`src/rtl/id_stage.sv`:
```
// -----------------------------------------------------------------------------
// id_stage -- decode stage of a 5-stage MIPS pipeline.
//
// Takes the IF/ID register contents, reads the 32-entry register file,
// decodes control and loads the ID/EX pipeline register. It also tells fetch
// about jumps and beq, and holds fetch for one cycle on a load-use hazard.
//
// Ports
//   clk, ID_rst                     clock, synchronous active-high reset
//   IF_ID_*                         instruction, pc+4, BTB target, 2-bit counter
//   EX_ID_flush                     kill the instruction currently in ID
//   WB_ID_reg_write/write_reg/data  register-file write port
//   ID_IF_jump / _jump_target       j decoded (suppressed while stalled)
//   ID_IF_branch                    beq in ID (independent of stall)
//   pc_enable, IF_enable            low for the single load-use stall cycle
//   ID_EX_*                         registered operands, fields and control
//
// Handshake: there is no valid/ready pair. The instruction in IF/ID is
// accepted on every rising edge unless pc_enable/IF_enable are low, in which
// case IF/ID holds it and ID re-decodes it on the following cycle.
// -----------------------------------------------------------------------------
module id_stage #(
    parameter int DATA_W   = 32,
    parameter int REG_AW   = 5,
    parameter int LU_STALL = 1
) (
    input  logic              clk,
    input  logic              ID_rst,
    input  logic [31:0]       IF_ID_instruction,
    input  logic [31:0]       IF_ID_pc,
    input  logic [31:0]       IF_ID_branch_target_predict,
    input  logic [1:0]        IF_ID_predictor,
    input  logic              EX_ID_flush,
    input  logic              WB_ID_reg_write,
    input  logic [REG_AW-1:0] WB_ID_write_reg,
    input  logic [DATA_W-1:0] WB_ID_write_data,
    output logic              ID_IF_jump,
    output logic [31:0]       ID_IF_jump_target,
    output logic              ID_IF_branch,
    output logic              pc_enable,
    output logic              IF_enable,
    output logic [DATA_W-1:0] ID_EX_rs_data,
    output logic [DATA_W-1:0] ID_EX_rt_data,
    output logic [DATA_W-1:0] ID_EX_imm,
    output logic [REG_AW-1:0] ID_EX_rs,
    output logic [REG_AW-1:0] ID_EX_rt,
    output logic [REG_AW-1:0] ID_EX_rd,
    output logic [31:0]       ID_EX_pc,
    output logic [31:0]       ID_EX_branch_target_predict,
    output logic [1:0]        ID_EX_predictor,
    output logic [2:0]        ID_EX_alu_op,
    output logic              ID_EX_reg_write,
    output logic              ID_EX_mem_read,
    output logic              ID_EX_mem_write,
    output logic              ID_EX_mem_to_reg,
    output logic              ID_EX_alu_src,
    output logic              ID_EX_reg_dst,
    output logic              ID_EX_branch
);

    localparam int  NREG   = 1 << REG_AW;
    localparam bit  LU_EN  = (LU_STALL != 0);

    localparam logic [5:0] OP_R    = 6'h00;
    localparam logic [5:0] OP_J    = 6'h02;
    localparam logic [5:0] OP_BEQ  = 6'h04;
    localparam logic [5:0] OP_ADDI = 6'h08;
    localparam logic [5:0] OP_LW   = 6'h23;
    localparam logic [5:0] OP_SW   = 6'h2B;

    logic [5:0]        op;
    logic [5:0]        funct;
    logic [REG_AW-1:0] rs;
    logic [REG_AW-1:0] rt;
    logic [REG_AW-1:0] rd;

    assign op    = IF_ID_instruction[31:26];
    assign funct = IF_ID_instruction[5:0];
    assign rs    = IF_ID_instruction[21 +: REG_AW];
    assign rt    = IF_ID_instruction[16 +: REG_AW];
    assign rd    = IF_ID_instruction[11 +: REG_AW];

    // ------------------------------------------------------------------
    // Control decode. Anything not recognised decodes as a bubble.
    // ------------------------------------------------------------------
    logic       c_reg_write, c_mem_read, c_mem_write, c_mem_to_reg;
    logic       c_alu_src, c_reg_dst, c_branch;
    logic [2:0] c_alu_op;

    always_comb begin
        c_reg_write  = 1'b0;
        c_mem_read   = 1'b0;
        c_mem_write  = 1'b0;
        c_mem_to_reg = 1'b0;
        c_alu_src    = 1'b0;
        c_reg_dst    = 1'b0;
        c_branch     = 1'b0;
        c_alu_op     = 3'd0;
        case (op)
            OP_R: begin
                case (funct)
                    6'h20: begin c_reg_write = 1'b1; c_reg_dst = 1'b1; c_alu_op = 3'd0; end
                    6'h22: begin c_reg_write = 1'b1; c_reg_dst = 1'b1; c_alu_op = 3'd1; end
                    6'h24: begin c_reg_write = 1'b1; c_reg_dst = 1'b1; c_alu_op = 3'd2; end
                    6'h25: begin c_reg_write = 1'b1; c_reg_dst = 1'b1; c_alu_op = 3'd3; end
                    6'h2A: begin c_reg_write = 1'b1; c_reg_dst = 1'b1; c_alu_op = 3'd4; end
                    default: ;
                endcase
            end
            OP_LW: begin
                c_mem_read   = 1'b1;
                c_mem_to_reg = 1'b1;
                c_alu_src    = 1'b1;
                c_reg_write  = 1'b1;
            end
            OP_SW: begin
                c_mem_write = 1'b1;
                c_alu_src   = 1'b1;
            end
            OP_BEQ: begin
                c_branch = 1'b1;
                c_alu_op = 3'd1;
            end
            OP_ADDI: begin
                c_alu_src   = 1'b1;
                c_reg_write = 1'b1;
            end
            default: ;  // j and unknown opcodes carry no control
        endcase
    end

    // ------------------------------------------------------------------
    // Load-use hazard. rt only counts as a source for R-type, sw and beq;
    // for lw/addi it is the destination.
    // ------------------------------------------------------------------
    logic rt_is_src;
    logic stall;

    assign rt_is_src = (op == OP_R) || (op == OP_SW) || (op == OP_BEQ);
    assign stall     = LU_EN && ID_EX_mem_read && (ID_EX_rt != '0) &&
                       ((ID_EX_rt == rs) || ((ID_EX_rt == rt) && rt_is_src));

    assign pc_enable         = ~stall;
    assign IF_enable         = ~stall;
    assign ID_IF_jump        = (op == OP_J) && ~stall;
    assign ID_IF_jump_target = {IF_ID_pc[31:28], IF_ID_instruction[25:0], 2'b00};
    assign ID_IF_branch      = (op == OP_BEQ);

    // ------------------------------------------------------------------
    // Register file with write-through reads so a WB in the same cycle is
    // seen without an extra bypass stage.
    // ------------------------------------------------------------------
    logic [DATA_W-1:0] regs [NREG];
    logic [DATA_W-1:0] rs_val;
    logic [DATA_W-1:0] rt_val;
    logic              wb_live;

    assign wb_live = WB_ID_reg_write && (WB_ID_write_reg != '0);

    always_ff @(posedge clk) begin
        if (ID_rst) begin
            for (int i = 0; i < NREG; i++) regs[i] <= '0;
        end else if (wb_live) begin
            regs[WB_ID_write_reg] <= WB_ID_write_data;
        end
    end

    always_comb begin
        rs_val = '0;
        rt_val = '0;
        if (rs != '0) rs_val = (wb_live && WB_ID_write_reg == rs) ? WB_ID_write_data : regs[rs];
        if (rt != '0) rt_val = (wb_live && WB_ID_write_reg == rt) ? WB_ID_write_data : regs[rt];
    end

    // ------------------------------------------------------------------
    // ID/EX register. Reset, flush and stall all load the same bubble,
    // so they share one branch.
    // ------------------------------------------------------------------
    always_ff @(posedge clk) begin
        if (ID_rst || EX_ID_flush || stall) begin
            ID_EX_rs_data               <= '0;
            ID_EX_rt_data               <= '0;
            ID_EX_imm                   <= '0;
            ID_EX_rs                    <= '0;
            ID_EX_rt                    <= '0;
            ID_EX_rd                    <= '0;
            ID_EX_pc                    <= '0;
            ID_EX_branch_target_predict <= 32'd1;
            ID_EX_predictor             <= 2'b01;
            ID_EX_alu_op                <= 3'd0;
            ID_EX_reg_write             <= 1'b0;
            ID_EX_mem_read              <= 1'b0;
            ID_EX_mem_write             <= 1'b0;
            ID_EX_mem_to_reg            <= 1'b0;
            ID_EX_alu_src               <= 1'b0;
            ID_EX_reg_dst               <= 1'b0;
            ID_EX_branch                <= 1'b0;
        end else begin
            ID_EX_rs_data               <= rs_val;
            ID_EX_rt_data               <= rt_val;
            ID_EX_imm                   <= {{(DATA_W-16){IF_ID_instruction[15]}}, IF_ID_instruction[15:0]};
            ID_EX_rs                    <= rs;
            ID_EX_rt                    <= rt;
            ID_EX_rd                    <= rd;
            ID_EX_pc                    <= IF_ID_pc;
            ID_EX_branch_target_predict <= IF_ID_branch_target_predict;
            ID_EX_predictor             <= IF_ID_predictor;
            ID_EX_alu_op                <= c_alu_op;
            ID_EX_reg_write             <= c_reg_write;
            ID_EX_mem_read              <= c_mem_read;
            ID_EX_mem_write             <= c_mem_write;
            ID_EX_mem_to_reg            <= c_mem_to_reg;
            ID_EX_alu_src               <= c_alu_src;
            ID_EX_reg_dst               <= c_reg_dst;
            ID_EX_branch                <= c_branch;
        end
    end

endmodule

```
`config.mk`:
```
export PLATFORM = sky130hd
export DESIGN_NAME = id_stage
export DESIGN_NICKNAME = d
export VERILOG_FILES = /design/src/rtl/id_stage.sv
export SDC_FILE = /design/constraint.sdc
export NUM_CORES = 2
export LEC_CHECK = 0
export BUFFER_PORTS_ARGS = -buffer_cell sky130_fd_sc_hd__buf_4
export CAP_MARGIN = 20
export CORE_MARGIN = 5
export CORE_UTILIZATION = 25
export CTS_BUF_LIST = sky130_fd_sc_hd__clkbuf_2 sky130_fd_sc_hd__clkbuf_4 sky130_fd_sc_hd__clkbuf_8
export DETAILED_ROUTE_END_ITERATION = 6
export HOLD_SLACK_MARGIN = 0.15
export PLACE_DENSITY = 0.43
export REMOVE_ABC_BUFFERS = 1
export SETUP_SLACK_MARGIN = 0.02
export SLEW_MARGIN = 20
export SYNTH_ARGS = -nofsm -noshare
export SYNTH_HDL_FRONTEND = slang
export SYNTH_SLANG_ARGS = --single-unit
```
`constraint.sdc`:
```
create_clock -name clk -period 7.77 [get_ports clk]
set_clock_uncertainty 0.15 [all_clocks]
set_input_delay 1.1655 -clock clk [delete_from_list [all_inputs] [get_ports clk]]
set_output_delay 1.1655 -clock clk [all_outputs]
set_load 0.005 [all_outputs]
```
==> flow_summary_export.csv <==
group,metric,value,unit
power_and_ir_drop,internal_power,11530,uW
global_routing,grt.total_usage,19.08,%
global_routing,antenna_found_initial,16,
synthesis,synth_warnings,0,
clocking,cts_tree,"done",
sta,rsz0062_at_grt,"no",
final_layout,regMostFlops,"regs",
floorplan,dieArea,245100,um^2
setup_path,max_stage_delay,0.66,ns
route,drcViolationCount,0,
route,vias,38180,
final_layout,drive_above_1_share,28.40,%
global_routing,grt_pass1_wl,328500,um
final_layout,area.growth.synth_to_final,18.59,%
power_and_ir_drop,combPwrFrac,11.1,%
route,drt_pass1_iterations,5,
setup_path,cp-end-kind,"output port",
clocking,path_clk_slew,0.06,ns
placed_design,dp_hpwl,148400,um
clocking,clockBufferDepth,3,
floorplan,core-area,234700,um^2
min_path,holdCritPathClass,"input pin to flop",
setup_path,worstPathCellList,"buf_8, xnor2_1, nand4_1, nor4b_4, nor2_1, and4_1, buf_4",
power_and_ir_drop,switching_share,26.38,%
clocking,cts_resized,0,
sta,fin_ws,3.131,ns
clocking,cts_max_level,4,
sta,period_share,59.71,%
route,routed_wl,240700,um
route,ant_nets,0,
placed_design,gp_congestion,0.8113,
global_routing,grt_overflow,0,
synthesis,synth_area,58820,um^2
route,wl_per_cell,31.25,um
job,maxCapViolations,0,
synthesis,yosysSeqAreaShare,57.89,%
sta,setup-tns-final,0,ns
synthesis,yosysUniqueCellTypes,52,
placed_design,io_buffers,359,
power_and_ir_drop,peakVddDrop,0.0001462,V
power_and_ir_drop,p_total,15670,uW
final_layout,final_nets,4493,
clocking,clk_latency,0.99,ns
floorplan,rows,178,
setup_path,critical_path_arrival,3.32,ns
synthesis,ys_seq_elements,1189,
setup_path,critPathTopFamily,"simple AND/OR/NAND/NOR gates",
final_layout,nFillCells,23450,
setup_path,criticalPathCategory,"input pin to output port",
synthesis,async_flop_share,0,%
power_and_ir_drop,power.share.clock,41.2,%
synthesis,synth_cells,4099,
power_and_ir_drop,p_sw,4133,uW
sta,max_freq,215.5,MHz
sta,setup_viol,0,
power_and_ir_drop,powerDensity,224.6,nW/um^2
floorplan,die-width,495.1,um
synthesis,yosysTopAreaCell,"edfxtp_1",
sta,period_needed,4.639,ns
sta,relSlewSlack,22.22,%
status,status,"complete, no violations",
setup_path,required,6.45,ns
floorplan,start_util,25.06,%
clocking,clockRootBuffer,"clkbuf_8",
route,viasPerCell,4.957,
sta,slew_viol_final,0,
setup_path,critPathBufInv,2,
placed_design,place_ws,2.719,ns
sta,hold_viol,0,
final_layout,largest_reg_flops,1024,
clocking,cts.sinks,1189,
global_routing,grt_pass1_vias,38410,
sta,worst_pin_slew,1.167,ns
setup_path,worstSetupStartpointType,"input pin",
synthesis,synth_top_area_share,52.27,%
setup_path,path_max_fanout,52,
route,drtIter0Drc,4059,
synthesis,synth-main-ff-cell,"edfxtp_1",
floorplan,io_pins,362,
synthesis,synth_edf_count,1024,
global_routing,grt_max_degree,105,
synthesis,ys_top_cells_by_area,"edfxtp_1 52%, mux4_2 15%, and2_1 12%, dfxtp_1 5.6%, mux2i_1 4.4%",
synthesis,syn_area_per_cell,14.35,um^2
floorplan,die_height,495.1,um
clocking,numCtsBuffers,213,
power_and_ir_drop,p_seq_share,47.7,%
setup_path,slowest_stage,"nor4b_4",
power_and_ir_drop,leakage,0.02479,uW
-- timing repair --
item / CTS / global route
hold endpoints to repair: 38 / 0
endpoints found under the setup margin: 0 / 0
buffers inserted: 0 / 0
hold buffers: 38 / 0
-- area by class of cell --
class | instances | area (um^2) | area share, %
diodes | 9 | 22.52 | 0.03229
clock inverters | 74 | 601.8 | 0.8627
flip-flops and latches | 1189 | 34050 | 48.82
inverters | 4 | 15.01 | 0.02152
repair buffers | 481 | 3876 | 5.557
clock buffers | 330 | 4029 | 5.775
multi-input cells | 2465 | 23220 | 33.29
well taps | 3150 | 3941 | 5.650
-- power by group through the flow --
stage | combinational, uW | sequential [uW] | clock (uW)
after global routing | 1810 | 7510 | 6880
after global placement | 1740 | 7600 | 0
after CTS | 1760 | 7480 | 6610
after detailed placement | 1740 | 7610 | 0
final | 1730 | 7480 | 6450
after floorplan | 769 | 7510 | 0
-- stage by stage --
| stage | utilization [%] | instances | hold slack (ns) | area, um^2 |
|---|---|---|---|---|
| after detailed placement | 27.56 | 7250 | 0.6851 | 64690 |
| final | 29.72 | 7702 | 0.2641 | 69760 |
| after floorplan | - | 3658 | 0.6253 | 56890 |
| after global placement | 27.53 | 7248 | 0.6768 | 64620 |
| after global routing | 29.71 | 7694 | 0.2063 | 69740 |
| after CTS | 29.69 | 7692 | 0.1503 | 69700 |
-- cell families (layout without fill, tap and decap cells) --
group	count (synthesis)	count (layout)	synth area share (%)
compound gates	399	399	4.941
other cells	1	43	0.006375
mux	641	641	19.03
flops	1189	1189	57.89
buf+inv	478	889	3.527
xor+xnor	20	20	0.2978
simple gates	1371	1371	14.30
-- per-layer routing --
metal | part of all wire (%) | GRT usage (%) | wire length (um)
met2 | 47 | 31.61 | 114200
met1 | 41 | 24.98 | 99060
met5 | 0.0054 | 0 | 13
met4 | 4.4 | 7.874 | 10550
met3 | 7.0 | 2.922 | 16800
-- cell usage in the layout, fill, tap and decap left out, types with 8 or more instances in the layout --
master,instances
nand3_1,68
dfxtp_1,165
o22ai_1,129
buf_12,8
dlygate4sd3_1,38
a22oi_1,186
mux2i_1,258
nand4_1,33
nor4_1,34
mux4_2,382
xnor2_1,12
edfxtp_1,1024
a22o_1,63
or2_4,16
nor2_1,15
buf_4,429
clkbuf_8,248
clkbuf_4,82
nor2_4,36
diode_2,9
clkinv_1,29
and2_1,1085
clkinv_2,27
xor2_1,8
or2_2,15
bufinv_16,8
conb_1,34
nor3_1,10
-- final timing paths --
path                                        start                         endpoint  slack, ns  cells after the start
setup reg to reg                      ID_EX_rt[2]                ID_EX_rs_data[13]       4.65                      7
setup / recovery            IF_ID_instruction[16]                       ID_IF_jump       3.13                      7
hold reg to reg                       regs[7][16]                ID_EX_rt_data[16]       0.69                      4
hold / removal    IF_ID_branch_target_predict[18]  ID_EX_branch_target_predict[18]       0.26                      2
-- synthesized netlist by cell type (all sizes together), types with 3 or more instances --
cell    number
edfxtp    1024
nor4        37
nand3       69
a22o        63
nor4b        4
nand4       33
o22ai      129
xnor2       12
nand2b       7
inv          4
or3b         5
a22oi      186
nor2        51
and2      1086
o21ai        3
buf        145
xor2         8
and3         4
a21oi        7
nand2        8
clkbuf     329
nor3        11
mux4       382
or4          4
or2         31
mux2i      258
nor2b        6
nand3b       6
dfxtp      165
Power figures use the tool's default switching activity.
